**src/rtl/calc_core.sv**
```systemverilog
// Keypad-driven calculator core: operand entry, add/sub/mul, result chaining,
// error state and a sequential double-dabble binary-to-BCD converter.
module calc_core #(
    parameter int unsigned DIGITS = 4,
    parameter int unsigned BIN_W  = 14
) (
    input  logic                  clk,
    input  logic                  rst,
    input  logic [3:0]            num_val,
    input  logic [1:0]            op_val,
    input  logic                  is_num,
    input  logic                  is_op,
    input  logic                  is_eq,
    output logic [4*DIGITS-1:0]   data_out_bcd,
    output logic                  busy,
    output logic                  err
);
    localparam int unsigned DW   = 4 * DIGITS;
    localparam int unsigned RW   = 2 * BIN_W;
    localparam int unsigned CW   = $clog2(DIGITS + 1);
    localparam int unsigned BC_W = $clog2(BIN_W);
    localparam logic [CW-1:0]   CNT_FULL = CW'(DIGITS);
    localparam logic [BC_W-1:0] BIT_LAST = BC_W'(BIN_W - 1);
    localparam logic [RW-1:0]   RES_MAX  = RW'(10 ** DIGITS - 1);

    typedef enum logic [2:0] {
        S_ENTER_A, S_ENTER_B, S_CALC, S_CONV, S_SHOW, S_ERR
    } state_t;

    state_t            r_state, w_state_nxt;
    logic [BIN_W-1:0]  r_a, r_b, r_res, r_bin;
    logic [DW-1:0]     r_sha, r_shb, r_bcd;
    logic [CW-1:0]     r_cnt;
    logic [1:0]        r_op;
    logic [BC_W-1:0]   r_bit;

    logic              w_dig, w_op, w_eq, w_clr, w_arith, w_busy, w_take_dig, w_cnt_inc;
    logic [BIN_W-1:0]  w_opnd, w_opnd_nxt;
    logic [DW-1:0]     w_sh, w_sh_nxt, w_adj, w_dd;
    logic [RW-1:0]     w_a_ext, w_b_ext, w_res;
    logic              w_neg, w_calc_err;

    // Strobe priority: a digit strobe masks op and eq, an op strobe masks eq.
    always_comb begin
        w_dig   = is_num && (num_val <= 4'd9);
        w_op    = !is_num && is_op;
        w_eq    = !is_num && !is_op && is_eq;
        w_clr   = w_op && (op_val == 2'b11);
        w_arith = w_op && (op_val != 2'b11);
        w_busy  = (r_state == S_CALC) || (r_state == S_CONV);
    end

    always_comb begin
        w_opnd     = (r_state == S_ENTER_B) ? r_b : r_a;
        w_sh       = (r_state == S_ENTER_B) ? r_shb : r_sha;
        w_opnd_nxt = w_opnd * BIN_W'(10) + BIN_W'(num_val);
        w_sh_nxt   = {w_sh[DW-5:0], num_val};
        w_cnt_inc  = !((w_opnd == '0) && (num_val == 4'd0));
        w_take_dig = w_dig && (r_cnt < CNT_FULL);
    end

    always_comb begin
        w_a_ext = RW'(r_a);
        w_b_ext = RW'(r_b);
        w_res   = '0;
        w_neg   = 1'b0;
        case (r_op)
            2'b00:   w_res = w_a_ext + w_b_ext;
            2'b01: begin
                w_res = w_a_ext - w_b_ext;
                w_neg = (r_a < r_b);
            end
            2'b10:   w_res = w_a_ext * w_b_ext;
            default: w_res = '0;
        endcase
        w_calc_err = w_neg || (w_res > RES_MAX);
    end

    // One double-dabble step: add-3 correction, then shift in the next binary MSB.
    always_comb begin
        w_adj = r_bcd;
        for (int unsigned i = 0; i < DIGITS; i++) begin
            if (r_bcd[4*i +: 4] >= 4'd5)
                w_adj[4*i +: 4] = r_bcd[4*i +: 4] + 4'd3;
        end
        w_dd = DW'({w_adj, r_bin[BIN_W-1]});
    end

    always_comb begin
        w_state_nxt = r_state;
        case (r_state)
            S_ENTER_A: if (w_clr) w_state_nxt = S_ENTER_A;
                       else if (w_arith) w_state_nxt = S_ENTER_B;
            S_ENTER_B: if (w_clr) w_state_nxt = S_ENTER_A;
                       else if (w_eq) w_state_nxt = S_CALC;
            S_CALC:    w_state_nxt = w_calc_err ? S_ERR : S_CONV;
            S_CONV:    if (r_bit == BIT_LAST) w_state_nxt = S_SHOW;
            S_SHOW:    if (w_dig || w_clr) w_state_nxt = S_ENTER_A;
                       else if (w_arith) w_state_nxt = S_ENTER_B;
            S_ERR:     if (w_clr) w_state_nxt = S_ENTER_A;
            default:   w_state_nxt = S_ENTER_A;
        endcase
    end

    always_ff @(posedge clk) begin
        if (rst) r_state <= S_ENTER_A;
        else     r_state <= w_state_nxt;
    end

    always_ff @(posedge clk) begin
        if (rst) begin
            r_a <= '0; r_b <= '0; r_res <= '0; r_bin <= '0;
            r_sha <= '0; r_shb <= '0; r_bcd <= '0;
            r_cnt <= '0; r_op <= '0; r_bit <= '0;
        end else if (w_clr && !w_busy) begin
            r_a <= '0; r_b <= '0; r_sha <= '0; r_shb <= '0;
            r_cnt <= '0; r_op <= '0;
        end else begin
            case (r_state)
                S_ENTER_A, S_ENTER_B: begin
                    if (w_take_dig) begin
                        if (r_state == S_ENTER_B) begin
                            r_b <= w_opnd_nxt; r_shb <= w_sh_nxt;
                        end else begin
                            r_a <= w_opnd_nxt; r_sha <= w_sh_nxt;
                        end
                        if (w_cnt_inc) r_cnt <= r_cnt + CW'(1);
                    end
                    if (w_arith && r_state == S_ENTER_A) begin
                        r_op <= op_val; r_b <= '0; r_shb <= '0; r_cnt <= '0;
                    end
                    if (w_arith && r_state == S_ENTER_B && r_cnt == '0)
                        r_op <= op_val;
                end
                S_CALC: begin
                    r_res <= w_res[BIN_W-1:0];
                    r_bin <= w_res[BIN_W-1:0];
                    r_bcd <= '0;
                    r_bit <= '0;
                end
                S_CONV: begin
                    r_bcd <= w_dd;
                    r_bin <= r_bin << 1;
                    r_bit <= r_bit + BC_W'(1);
                    if (r_bit == BIT_LAST) begin
                        r_a   <= r_res;
                        r_sha <= w_dd;
                    end
                end
                S_SHOW: begin
                    if (w_dig) begin
                        r_a   <= BIN_W'(num_val);
                        r_sha <= DW'(num_val);
                        r_cnt <= (num_val != 4'd0) ? CW'(1) : '0;
                    end else if (w_arith) begin
                        r_op <= op_val; r_b <= '0; r_shb <= '0; r_cnt <= '0;
                    end
                end
                default: ;
            endcase
        end
    end

    always_comb begin
        case (r_state)
            S_ENTER_A, S_SHOW:           data_out_bcd = r_sha;
            S_ENTER_B, S_CALC, S_CONV:   data_out_bcd = r_shb;
            S_ERR:                       data_out_bcd = {DIGITS{4'hE}};
            default:                     data_out_bcd = '0;
        endcase
        busy = w_busy;
        err  = (r_state == S_ERR);
    end
endmodule

```
**config.mk**
```make
export PLATFORM = sky130hd
export DESIGN_NAME = calc_core
export DESIGN_NICKNAME = d
export VERILOG_FILES = /design/src/rtl/calc_core.sv
export SDC_FILE = /design/constraint.sdc
export NUM_CORES = 1
export LEC_CHECK = 0
export BUFFER_PORTS_ARGS = -buffer_cell sky130_fd_sc_hd__clkbuf_2
export CAP_MARGIN = 10
export CORE_ASPECT_RATIO = 1.2
export CORE_MARGIN = 2
export CORE_UTILIZATION = 55
export CTS_BUF_LIST = sky130_fd_sc_hd__clkbuf_4 sky130_fd_sc_hd__clkbuf_8
export CTS_CLUSTER_DIAMETER = 40
export DETAILED_ROUTE_END_ITERATION = 16
export PLACE_DENSITY = 0.74
export SETUP_SLACK_MARGIN = 0.05
export SLEW_MARGIN = 5
export SYNTH_ARGS = -nofsm -noshare
export SYNTH_HDL_FRONTEND = slang
export SYNTH_SLANG_ARGS = --single-unit
```
**constraint.sdc**
```tcl
create_clock -name clk -period 7 [get_ports clk]
set_input_delay 2.1 -clock clk [delete_from_list [all_inputs] [get_ports clk]]
set_output_delay 2.1 -clock clk [all_outputs]
set_load 0.01 [all_outputs]
```
# --- Yosys cells after proc, flatten, opt, wreduce, memory -nomap -nowiden ---
# Index checks and enable logic that the tools add are counted.
word_totals:
  output_inout_bits: 18
  ff_bits: 116
  in_bits: 11
op_classes:
  bitwise_logic: 1
  add_sub_neg: 9
  eq_ne: 23
  mux: 55
  n_reduce_logical: 38
  order_cmp: 8
  n_mul: 2
ops:
  columns: ["operator", "n"]
  rows:
  - ["$mux 16", 9]
  - ["$mux 14", 10]
  - ["$pmux 16 s3", 2]
  - ["$pmux 28 s3", 1]
  - ["$pmux 16 s2", 2]
  - ["$pmux 14 s2", 2]
  - ["$mux 3", 14]
  - ["$pmux 14 s3", 1]
  - ["$gt 28x14->1 const B", 1]
  - ["$mul 14x14->28", 1]
  - ["$ne 3x3->1 const B", 6]
  - ["$pmux 3 s6", 1]
  - ["$ge 4x3->1 const B", 4]
  - ["$add 14x14->15", 1]
  - ["$sub 14x14->15", 1]
  - ["$add 14x4->14", 1]
  - ["$logic_not 14->1", 1]
  - ["$lt 14x14->1", 1]
  - ["$mul 14x3->13 const B", 1]
  - ["$add 4x2->4 const B", 3]
  - ["$logic_and 1x1->1", 12]
  - ["$mux 12", 1]
  - ["$mux 4", 3]
  - ["$ne 2x2->1 const B", 6]
  - ["other kinds (32)", 51]

# --- Logic depth before layout (Yosys ltp) ---
# Gate-level depths: netlist of run 1.
depth:
  ltp_word: 8
  depth_mapped: 25
  depth_no_buf: 24

# --- Worst setup path before layout of run 1 ---
# No wires, ideal clock.
synth_path:
  path_type: "reg-to-reg"
  from: "register r_a[5]"
  to: "register r_state[2]"
  period_less_slack_ns: 6.710
  arrival_ns: 6.582
  path_stages_with_launch: 26
  path_slack_ns: 0.290
  setup_time_ns: 0.129
  cell_sequence: "dfxtp_1 -> clkbuf_1 -> and2_1 -> fa_1 -> inv_1 -> fa_1 -> inv_1 -> fa_1 -> inv_1 -> fa_1 -> inv_1 -> fa_1 -> inv_1 -> fa_1 -> inv_1 -> ha_1 -> nand2_1 -> nor4_1 -> a221oi_4 -> a22oi_2 -> nand3_1 -> mux2i_1 -> or4_1 -> o41ai_2 -> o2111a_1 -> nor4_1"
synth_between:
  elab_chain_len: 6
synth_rtl:
  columns: ["element", "line_no", "rtl"]
  rows:
  - ["from (decl)", "31", "logic [BIN_W-1:0] r_a, r_b, r_res, r_bin;"]
  - ["from (signal assigned)", "125", "r_a <= w_opnd_nxt; r_sha <= w_sh_nxt;"]
  - ["from (signal assigned)", "146", "r_a <= r_res;"]
  - ["from (signal assigned)", "152", "r_a <= BIN_W'(num_val);"]
  - ["$mul 14x14->28, or another cell as far along", "73", "2'b10: w_res = w_a_ext * w_b_ext;"]
  - ["$pmux 28 s3", "67", "case (r_op)"]
  - ["$gt 28x14->1", "76", "w_calc_err = w_neg || (w_res > RES_MAX);"]
  - ["$logic_or 1x1->1 *", "76", null]
  - ["$mux 3 *", "96", "S_CALC: w_state_nxt = w_calc_err ? S_ERR : S_CONV;"]
  - ["$pmux 3 s6 *", "91", "case (r_state)"]
  - ["to (signal assigned)", "107", "else r_state <= w_state_nxt;"]
  - ["to (decl)", "30", "state_t r_state, w_state_nxt;"]
# Every way passes the cells marked *; elsewhere a longest branch is shown, timed or not.
# A chain may end at the register's enable or synchronous reset.

# --- Final worst setup path of run 1 ---
layout_path:
  from: "register r_a[7]"
  to: "register r_state[2]"
# The elaborated chain is that of the path after synthesis.

==> results of run 1 <==
==> worst min path at each step <==
stage                to  cells past startpoint
2_1_floorplan  r_bin[8]                      2
3_3_place_gp   r_bin[8]                      2
3_5_place_dp   r_bin[8]                      2
4_1_cts        r_bin[8]                      2
5_1_grt        r_bin[8]                      2
6_report       r_bin[2]                      2
==> power breakdown <==
| part | switching [µW] | internal, µW |
|---|---|---|
| clock | 294 | 338 |
| combinational | 1680 | 1030 |
| sequential | 180 | 787 |
==> sequential cells by signal (all words and copies together), names as in the netlist <==
signal,count
r_op,2
r_a,14
r_state,3
r_bcd,16
r_shb,15
r_res,14
r_b,14
r_cnt,3
r_sha,16
r_bit,4
r_bin,14
==> cell type report <==
type	count	area (µm²)	area share (%)
Multi-Input combinational cell	1399	11230	70.58
Sequential cell	115	2325	14.62
Inverter	209	784.5	4.932
Timing Repair Buffer	104	749.5	4.712
Tap cell	335	419.2	2.635
Clock buffer	20	269.0	1.691
Clock inverter	12	132.6	0.8339
==> worst max-delay path, delay by kind of cell, from the launching register on <==
kind,cells,cell delay [ps]
adders and majority gates,8,3530
AOI/OAI and AO/OA,6,1320
and+or+nand+nor,3,810
buffers and inverters,4,570
DFF,1,410
==> per-stage QoR <==
step	utilization, %	worst slack (ps)
finish	60.93	200.4
global route	60.93	36.32
CTS	59.88	58.02
detailed placement	58.22	-15.90
global placement	58.22	147.5
floorplan	-	289.7
==> routing by layer <==
metal | track usage, % | part of all wire, % | up-vias
met3 | 3.484 | 5.6 | 135
met4 | 14.28 | 4.8 | 0
met1 | 37.15 | 40 | 6459
met5 | 0 | 0 | -
met2 | 55.73 | 50 | 520
li1 | - | - | 6168
==> synth_stat cells, drive strengths merged, types with 4 or more instances <==
library cell	count	share of area, %
nand2	253	6.5
inv	207	5.4
ha	154	13
nor2	148	3.8
fa	145	20
a21oi	128	4.4
dfxtp	115	16
clkbuf	87	2.3
and2	82	3.5
o21ai	60	2.1
nor3	50	1.7
a21o	31	1.6
xnor2	28	1.7
a211oi	26	1.3
mux2i	26	1.8
nand3	24	0.83
o22ai	19	0.82
xor2	19	1.1
o211ai	18	0.93
buf	16	0.44
nand2b	16	0.69
a22oi	15	0.81
a311oi	15	0.91
a31oi	14	0.60
a221oi	12	0.85
nor2b	11	0.47
mux2	10	0.78
nand4	8	0.35
or2	7	0.30
or3	7	0.30
o21a	6	0.31
o41ai	6	0.41
a2111oi	5	0.30
and3	4	0.17
nor4	4	0.17
o21bai	4	0.21
o31ai	4	0.21
==> cell families (layout without fill, tap and decap cells) <==
group,after synthesis,in the layout
AOI/OAI and AO/OA,392,392
buffers and inverters,312,345
and+or+nand+nor,624,624
muxes,36,36
DFF,115,115
adders and majority gates,299,299
xor gates and xnor gates,48,48
==> repair_timing <==
action | 4_1_cts | 5_1_grt
setup buffers | 0 | 8
resized for setup | 5 | 50
pin swaps | 0 | 23
endpoints found under the setup margin | 2 | 2
==> reports/results.tsv, run 1 <==
stage	metric	value	unit
clock_network	CTS clk-pin slew, worst paths	90	ps
clock_network	CTS root buffer	clkbuf_8	
clock_network	CTS Hold Bufs	0	
placement	post-DP HPWL	33.23	mm
detailed_routing	initial drt markers	973	
yosys	synthesized area per cell	7.942	µm²
worst_setup_path	Max FO, Critical Path	6	
run_status	run status	complete, no violations	
finish	layout cell share with drive strength beyond 1	10.87	%
yosys	fraction of registers with async set/reset	0	%
finish	# fillers	2325	
die	Rows	65	
clock_network	H-tree depth	4	
detailed_routing	remaining routing DRC violations	0	
yosys	post-synthesis sequential area ratio	15.88	%
worst_setup_path	end point of the critical path	r_state[2]	
power_and_ir_drop	Pleak	0.007398	µW
grt	vias in the first global route	13527	
timing	max-slew violation count	0	
worst_setup_path	setup slack, reg-to-reg	200	ps
timing	Final Cycle Share	97.14	%
timing	Setup Viol. Count Final	0	
run	max_cap viols	0	
yosys	Post-Syn Instances	1826	
die	die height	181.9	µm
finish	cell area after layout	15910	µm²
detailed_routing	DR pass1 iterations	5	
timing	slew at the pin closest to its max-slew limit	1030	ps
die	Die Area	27690	µm²
finish	most frequent cells in the layout	nand2_1, inv_1, nor2_1, ha_1, fa_1	
finish	most common cell after layout, fill and taps aside	nand2_1	
power_and_ir_drop	overall power	4308	µW
placement	dpl cell area	15200	µm²
timing	normalized max-slew margin	31.26	%
yosys	Yosys cell types	68	
min_path	Hold Path Class	reg -> reg	
clock_network	Clock Sinks	115	
timing	Final min period	6800	ps
worst_setup_path	WP data arrival	7110	ps
clock_network	clk_lat worst skew	460	ps
worst_setup_path	Crit. End Element	register	
clock_network	Max Buffers Root-to-Sink	2	
finish	layout net count	2156	
clock_network	CTS Buf Count	17	
clock_network	CTS tree	built	
die	num ports	29	
yosys	multiplexer share of the synthesized area	2.571	%
worst_setup_path	critical path's largest stage delay	570	ps
grt	initial antenna violation count	0	
placement	PortBufs	28	
placement	gpl congestion	0.9559	
yosys	prevailing post-synth register cell	dfxtp_1	
detailed_routing	Antenna Nets Post-Route	0	
yosys	Post-synth EDFFs	0	
die	Initial Util	55.55	%
detailed_routing	final WL	43.22	mm
timing	Clock Skews	25.45	ps
timing	final hold slack	453.0	ps
worst_setup_path	FF-to-FF Start	r_a[7]	
timing	Final Hold Vio Count	0	
power_and_ir_drop	VDD IR-drop max	0.3298	mV
yosys	synthesized flop and latch total	115	
worst_setup_path	CP startpoint kind	register	
min_path	Hold Crit Start	r_bin[2]	
yosys	area share of fa/ha/maj cells after synthesis	33.30	%
die	Die Span X	152.2	µm
finish	P&R area growth vs syn	9.681	%
finish	Antenna Cells	0	
timing	unrepaired setup endpoints after global routing	no	
worst_setup_path	Reg2Reg Capture Point	r_state[2]	
detailed_routing	drt wl/cell	19.70	µm
yosys	post-synthesis cell area	14500	µm²
worst_setup_path	Crit. Startpoint	r_a[7]	
detailed_routing	Via density	6.054	
worst_setup_path	Req. time, crit path	7320	ps
worst_setup_path	worst-case reg-to-reg path depth	21	
yosys	Synth Area in Simple Gates	19.47	%
yosys	Net Count, Synth	2136	
power_and_ir_drop	PwrDens	270.8	nW/µm²
worst_setup_path	CP most frequent cell	fa_1	
yosys	xor-xnor portion of the synthesized cell area	2.994	%
detailed_routing	vias	13282	
grt	first-pass GRT wire length	69.15	mm
timing	fmax	147.1	MHz
yosys	largest family of logic cells by synthesized area	adder cells	
worst_setup_path	critical path's slowest cell	or4_1	
die	core box area	26110	µm²
grt	Overflow after GRT	0	
grt	GR Util All Layers	31.00	%
yosys	compound-gate portion of the synthesized area	17.68	%
worst_setup_path	crit-path cells	buf_4 -> ha_1 -> inv_1 -> fa_1 -> fa_1 -> inv_1 -> fa_1 -> fa_1 -> fa_1 -> ha_1 -> ha_1 -> a21o_1 -> a31oi_2 -> o311ai_2 -> nor3_1 -> o22ai_1 -> or4_1 -> o41ai_2 -> buf_4 -> o2111a_1 -> nor4_1	
yosys	Synth warnings	0	
timing	setup TNS	0	ps
grt	largest net degree at the start of global routing	60	
finish	Final Instance Count excl. Fillers	2194	
worst_setup_path	worst setup path class	reg -> reg	
placement	Placed Cells	2154	
Power figures use the tool's default switching activity.
==> run 2: changes to the inputs <==
--- a/config.mk
+++ b/config.mk
@@ -14,6 +14,7 @@
 export CTS_CLUSTER_DIAMETER = 40
 export DETAILED_ROUTE_END_ITERATION = 16
 export PLACE_DENSITY = 0.74
+export REMOVE_ABC_BUFFERS = 1
 export SETUP_SLACK_MARGIN = 0.05
 export SLEW_MARGIN = 5
 export SYNTH_ARGS = -nofsm -noshare
==> run 2 against run 1 <==
Compared with the run above:
- clock power is 4.7% lower
- sequential share of layout area is 0.15 points lower
- worst hold slack better by 1.9 ps
==> reports/results.tsv, run 2 (synthesized netlist as in run 1, its figures left out) <==
stage	metric	value	unit
clock_network	CTS tree	built	
timing	Clock Skews	16.35	ps
worst_setup_path	Max FO, Critical Path	9	
detailed_routing	initial drt markers	819	
timing	normalized max-slew margin	20.75	%
clock_network	CTS Buf Count	17	
clock_network	Max Buffers Root-to-Sink	2	
power_and_ir_drop	overall power	4308	µW
grt	largest net degree at the start of global routing	61	
finish	layout cell share with drive strength beyond 1	12.14	%
clock_network	CTS clk-pin slew, worst paths	80	ps
worst_setup_path	worst setup path class	reg -> reg	
worst_setup_path	setup slack, reg-to-reg	260	ps
worst_setup_path	crit-path cells	buf_4 -> nand2_1 -> fa_1 -> fa_1 -> inv_1 -> fa_1 -> fa_1 -> fa_1 -> ha_1 -> ha_1 -> a21o_1 -> a31oi_2 -> o21a_1 -> nor2_1 -> nor3_2 -> o22ai_1 -> or4_1 -> o41ai_2 -> buf_4 -> o2111a_1 -> nor4_1	
timing	slew at the pin closest to its max-slew limit	1186	ps
clock_network	H-tree depth	4	
timing	Final min period	6744	ps
grt	vias in the first global route	13233	
clock_network	CTS Hold Bufs	0	
worst_setup_path	Reg2Reg Capture Point	r_state[2]	
worst_setup_path	CP startpoint kind	register	
grt	initial antenna violation count	0	
die	Rows	65	
die	Die Area	27690	µm²
die	die height	181.9	µm
worst_setup_path	critical path's slowest cell	dfxtp_1	
timing	Final Cycle Share	96.35	%
detailed_routing	DR WL met2	21.68	mm
grt	first-pass GRT wire length	68.23	mm
finish	layout net count	2167	
die	num ports	29	
timing	Setup Viol. Count Final	0	
finish	most common cell after layout, fill and taps aside	nand2_1	
worst_setup_path	CP most frequent cell	fa_1	
die	Initial Util	55.55	%
detailed_routing	vias	13265	
grt	Overflow after GRT	0	
placement	PortBufs	28	
power_and_ir_drop	Pleak	0.007469	µW
detailed_routing	drt wl/cell	19.45	µm
detailed_routing	final WL	42.89	mm
clock_network	Clock Sinks	115	
finish	Largest regs	r_bcd: 16 flops, r_sha: 16 flops, r_shb: 15 flops	
worst_setup_path	WP data arrival	7020	ps
power_and_ir_drop	VDD IR-drop max	0.2694	mV
grt	GR Util All Layers	30.61	%
detailed_routing	top layer in use	met4	
min_path	Hold Path Class	reg -> reg	
placement	post-DP HPWL	33.55	mm
detailed_routing	DRT met1 WL	16.36	mm
finish	fin util	61.54	%
worst_setup_path	Crit. End Element	register	
finish	most frequent cells in the layout	nand2_1, inv_1, nor2_1, fa_1, ha_1	
worst_setup_path	critical path's largest stage delay	680	ps
timing	max-slew violation count	0	
placement	dpl cell area	15220	µm²
finish	Antenna Cells	0	
worst_setup_path	Crit. Startpoint	r_a[12]	
detailed_routing	DR pass1 iterations	7	
detailed_routing	Antenna Nets Post-Route	0	
finish	cell area after layout	16070	µm²
timing	fmax	148.3	MHz
worst_setup_path	end point of the critical path	r_state[2]	
worst_setup_path	Req. time, crit path	7270	ps
worst_setup_path	FF-to-FF Start	r_a[12]	
finish	P&R area growth vs syn	10.79	%
run_status	run status	complete, no violations	
power_and_ir_drop	PwrDens	268.1	nW/µm²
detailed_routing	Via density	6.016	
detailed_routing	remaining routing DRC violations	0	
timing	Final Hold Vio Count	0	
die	Die Span X	152.2	µm
clock_network	CTS root buffer	clkbuf_8	
placement	gpl congestion	0.9257	
detailed_routing	DR WL met3	2.392	mm
die	core box area	26110	µm²
clock_network	clk_lat worst skew	440	ps
worst_setup_path	worst-case reg-to-reg path depth	21	
run	max_cap viols	0	
==> run 2: cell types whose count changed in the layout (fill, tap and decap cells not counted), moves of 3 or more <==
| cell | before | now |
|---|---|---|
| clkinv_2 | 3 | 0 |
| clkinv_4 | 4 | 7 |
| ha_4 | 5 | 9 |
| inv_1 | 207 | 203 |
| ha_1 | 146 | 141 |
| inv_2 | 0 | 3 |
| inv_6 | 0 | 5 |
| buf_4 | 69 | 78 |
==> run 2: what timing repair did <==
item                                    4_1_cts  5_1_grt
pin swaps                                     2       37
resized for setup                             5       74
buffers inserted                              0       16
endpoints found under the setup margin        2        2
==> run 2: cell type report <==
class                           count  area [µm²]
Multi-Input combinational cell   1399       11310
Fill cell                        2296       10040
Tap cell                          335       419.2
Clock inverter                     15       150.1
Timing Repair Buffer              115       834.6
Sequential cell                   115        2325
Inverter                          209       788.3
Clock buffer                       17       234.0
==> run 2: worst max-delay path, delay by kind of cell (launching register included) <==
family,cells,cell delay (ps)
buffers and inverters,3,490
flip-flops,1,680
AND/OR/NAND/NOR,5,940
adder cells (fa/ha/maj),7,3130
AO/OA/AOI/OAI,6,1340
==> run 2: how the worst min path moves through the flow <==
stage / startpoint / cells past startpoint / slack [ps] / endpoint
2_1_floorplan: r_bin[8] / 2 / 420 / r_bin[8]
3_3_place_gp: r_bin[8] / 2 / 430 / r_bin[8]
3_5_place_dp: r_bin[4] / 2 / 440 / r_bin[4]
4_1_cts: r_bin[4] / 2 / 460 / r_bin[4]
5_1_grt: r_bin[13] / 2 / 470 / r_bin[13]
6_report: r_bin[4] / 2 / 450 / r_bin[4]
==> run 2: metrics by stage <==
step | TNS [ps] | hold WS, ps | setup slack [ps] | cells
2_1_floorplan | 0 | 420.7 | 375.3 | 1723
3_3_place_gp | 0 | 434.9 | 105.6 | 2157
3_5_place_dp | -17.31 | 444.9 | -17.31 | 2157
4_1_cts | 0 | 456.6 | 151.9 | 2189
5_1_grt | -5.183 | 469.1 | -5.183 | 2205
6_report | 0 | 454.9 | 255.7 | 2205
==> run 2: layer usage <==
layer | up-vias | GRT usage (%)
met5 | - | 0
met2 | 514 | 54.86
met1 | 6418 | 35.06
met3 | 143 | 4.511
met4 | 0 | 16.71
li1 | 6190 | -
==> run 2: report_power, final <==
group | internal, µW | switching, µW | total [µW]
logic | 1050 | 1710 | 2750
clock network | 289 | 313 | 602
registers | 788 | 164 | 951
total | 2130 | 2180 | 4310
==> run 3: changes to the inputs <==
--- a/config.mk
+++ b/config.mk
@@ -10,7 +10,6 @@
 export CORE_ASPECT_RATIO = 1.2
 export CORE_MARGIN = 2
 export CORE_UTILIZATION = 55
-export CTS_BUF_LIST = sky130_fd_sc_hd__clkbuf_4 sky130_fd_sc_hd__clkbuf_8
 export CTS_CLUSTER_DIAMETER = 40
 export DETAILED_ROUTE_END_ITERATION = 16
 export PLACE_DENSITY = 0.74
==> run 3 against run 2 <==
Compared with the run above:
- flip-flop and latch count stayed put
- power rose by 5.6%
- clock power increased by 39%
- sequential power hardly changed
- clock skew decreased by 8.6 ps
- worst hold slack worse by 3.6 ps
- critical path depth is 4 higher
- worst setup slack got worse by 27 ps
- count of clock-buffer cells in the layout is the same
- register-to-register slack worse by 30 ps
- die area unchanged
- critical path type unchanged
- critical endpoint unchanged
- largest cell class unchanged
==> reports/results.tsv, run 3 (synthesized netlist as in run 1, its figures left out) <==
stage	metric	value	unit
run_status	run status	complete, no violations	
timing	Setup Viol. Count Final	0	
timing	slew at the pin closest to its max-slew limit	1186	ps
timing	final hold slack	451.3	ps
detailed_routing	remaining routing DRC violations	0	
finish	P&R area growth vs syn	12.04	%
finish	Antenna Cells	0	
timing	Clock Skews	7.764	ps
die	Initial Util	55.55	%
finish	most frequent cells in the layout	nand2_1, inv_1, nor2_1, fa_1, ha_1	
finish	layout cell share with drive strength beyond 1	12.04	%
worst_setup_path	WP data arrival	7020	ps
power_and_ir_drop	VDD IR-drop max	0.2852	mV
placement	gpl congestion	0.9257	
detailed_routing	drt wl/cell	19.56	µm
clock_network	Max Buffers Root-to-Sink	2	
timing	normalized max-slew margin	20.77	%
clock_network	CTS clk-pin slew, worst paths	60	ps
die	Rows	65	
power_and_ir_drop	clock group share of total power	18.4	%
min_path	Hold Path Class	reg -> reg	
power_and_ir_drop	switching power	2219	µW
timing	Final Hold Vio Count	0	
worst_setup_path	setup slack, reg-to-reg	230	ps
die	Die Area	27690	µm²
grt	initial antenna violation count	0	
die	num ports	29	
detailed_routing	DR pass1 iterations	5	
worst_setup_path	Crit. End Element	register	
placement	PortBufs	28	
power_and_ir_drop	Sw Share	48.76	%
finish	Largest regs	r_bcd: 16 flops, r_sha: 16 flops, r_shb: 15 flops	
power_and_ir_drop	Int Power	2331	µW
grt	GR Util All Layers	30.66	%
power_and_ir_drop	register share of total power	21.0	%
timing	Final min period	6772	ps
power_and_ir_drop	PwrDens	280.1	nW/µm²
grt	vias in the first global route	13247	
clock_network	Clock Sinks	115	
timing	max-slew violation count	0	
detailed_routing	Via density	6.039	
die	die height	181.9	µm
clock_network	H-tree depth	4	
grt	largest net degree at the start of global routing	61	
timing	Final Cycle Share	96.74	%
detailed_routing	final WL	43.11	mm
worst_setup_path	Max FO, Critical Path	5	
worst_setup_path	worst setup path class	reg -> reg	
detailed_routing	Antenna Nets Post-Route	0	
detailed_routing	initial drt markers	1002	
worst_setup_path	Req. time, crit path	7250	ps
finish	layout net count	2166	
grt	Overflow after GRT	0	
finish	most common cell after layout, fill and taps aside	nand2_1	
die	core box area	26110	µm²
clock_network	CTS tree	built	
power_and_ir_drop	Pleak	0.007554	µW
clock_network	clk_lat worst skew	420	ps
clock_network	CTS Buf Count	17	
grt	first-pass GRT wire length	68.26	mm
run	max_cap viols	0	
worst_setup_path	CP startpoint kind	register	
timing	fmax	147.7	MHz
placement	post-DP HPWL	33.55	mm
placement	Place WS	-17.31	ps
power_and_ir_drop	combinational power share	60.6	%
clock_network	CTS root buffer	clkbuf_16	
die	Die Span X	152.2	µm
timing	final worst setup slack	228.4	ps
detailed_routing	vias	13310	
-- run 3: cell types whose count changed in the layout (fill, tap and decap cells not counted) --
| cell | delta |
|---|---|
| clkbuf_16 | +17 |
| clkbuf_8 | -17 |
| buf_4 | -1 |
| ha_1 | +1 |
| ha_2 | -1 |
-- run 3: path summary, 6_finish.rpt --
check / from / end / cells after the start
hold reg to reg: r_bin[4] / r_bin[4] / 2
setup reg to reg: r_b[4] / r_state[2] / 25
hold / removal: r_bin[4] / r_bin[4] / 2
setup / recovery: r_b[4] / r_state[2] / 25
-- run 3: final cells by class --
cell class	count	area (µm²)
timing repair buffer	114	827.0
clock buffer	17	425.4
clock inverter	15	150.1
multi-input combinational	1399	11310
fill	2282	9859
inverter	209	788.3
tap	335	419.2
sequential	115	2325
-- run 3: critical path, stage by stage (launching register included) --
cell,delay [ps]
dfxtp_4,360
buf_4,140
and2_1,150
fa_1,530
inv_1,50
fa_1,530
inv_1,50
ha_1,290
ha_1,320
fa_1,540
inv_1,60
fa_1,590
inv_1,90
ha_4,190
a2111oi_4,380
nor4_2,90
buf_4,150
a221oi_4,310
buf_4,210
xnor2_1,60
a32o_1,200
a211oi_1,640
and2_1,230
o41a_1,210
o2111a_1,190
nor4_1,50
-- run 3: power groups by stage --
stage	Clock [µW]	Sequential, µW	Combinational (µW)
final	839	954	2760
after global routing	871	963	3000
after CTS	843	937	2630
after detailed placement	0	949	2610
after global placement	0	945	2570
after floorplan	0	971	1660
-- run 3: per-stage QoR --
stage,total power (µW),util (%),setup TNS [ps],cells,area [µm²]
after floorplan,2634,-,0,1723,14110
after global placement,3515,58.30,0,2157,15220
after detailed placement,3561,58.30,-17.31,2157,15220
after CTS,4410,60.53,0,2189,15800
after global routing,4831,62.23,-16.39,2204,16250
final,4550,62.23,0,2204,16250
-- run 3: metal layers --
layer	up-vias	global-route usage, %	part of all wire (%)
met3	147	4.105	5.7
met2	547	55.33	51
li1	6188	-	-
met1	6428	35.23	38
met4	0	16.30	5.6
met5	-	0	0
-- run 3: repair_timing --
| item | 4_1_cts | 5_1_grt |
|---|---|---|
| setup buffers | 0 | 15 |
| resized for setup | 5 | 73 |
| cloned | 0 | 0 |
| setup endpoints to repair | 2 | 2 |
| pin swaps | 2 | 36 |
| hold buffers | 0 | 0 |
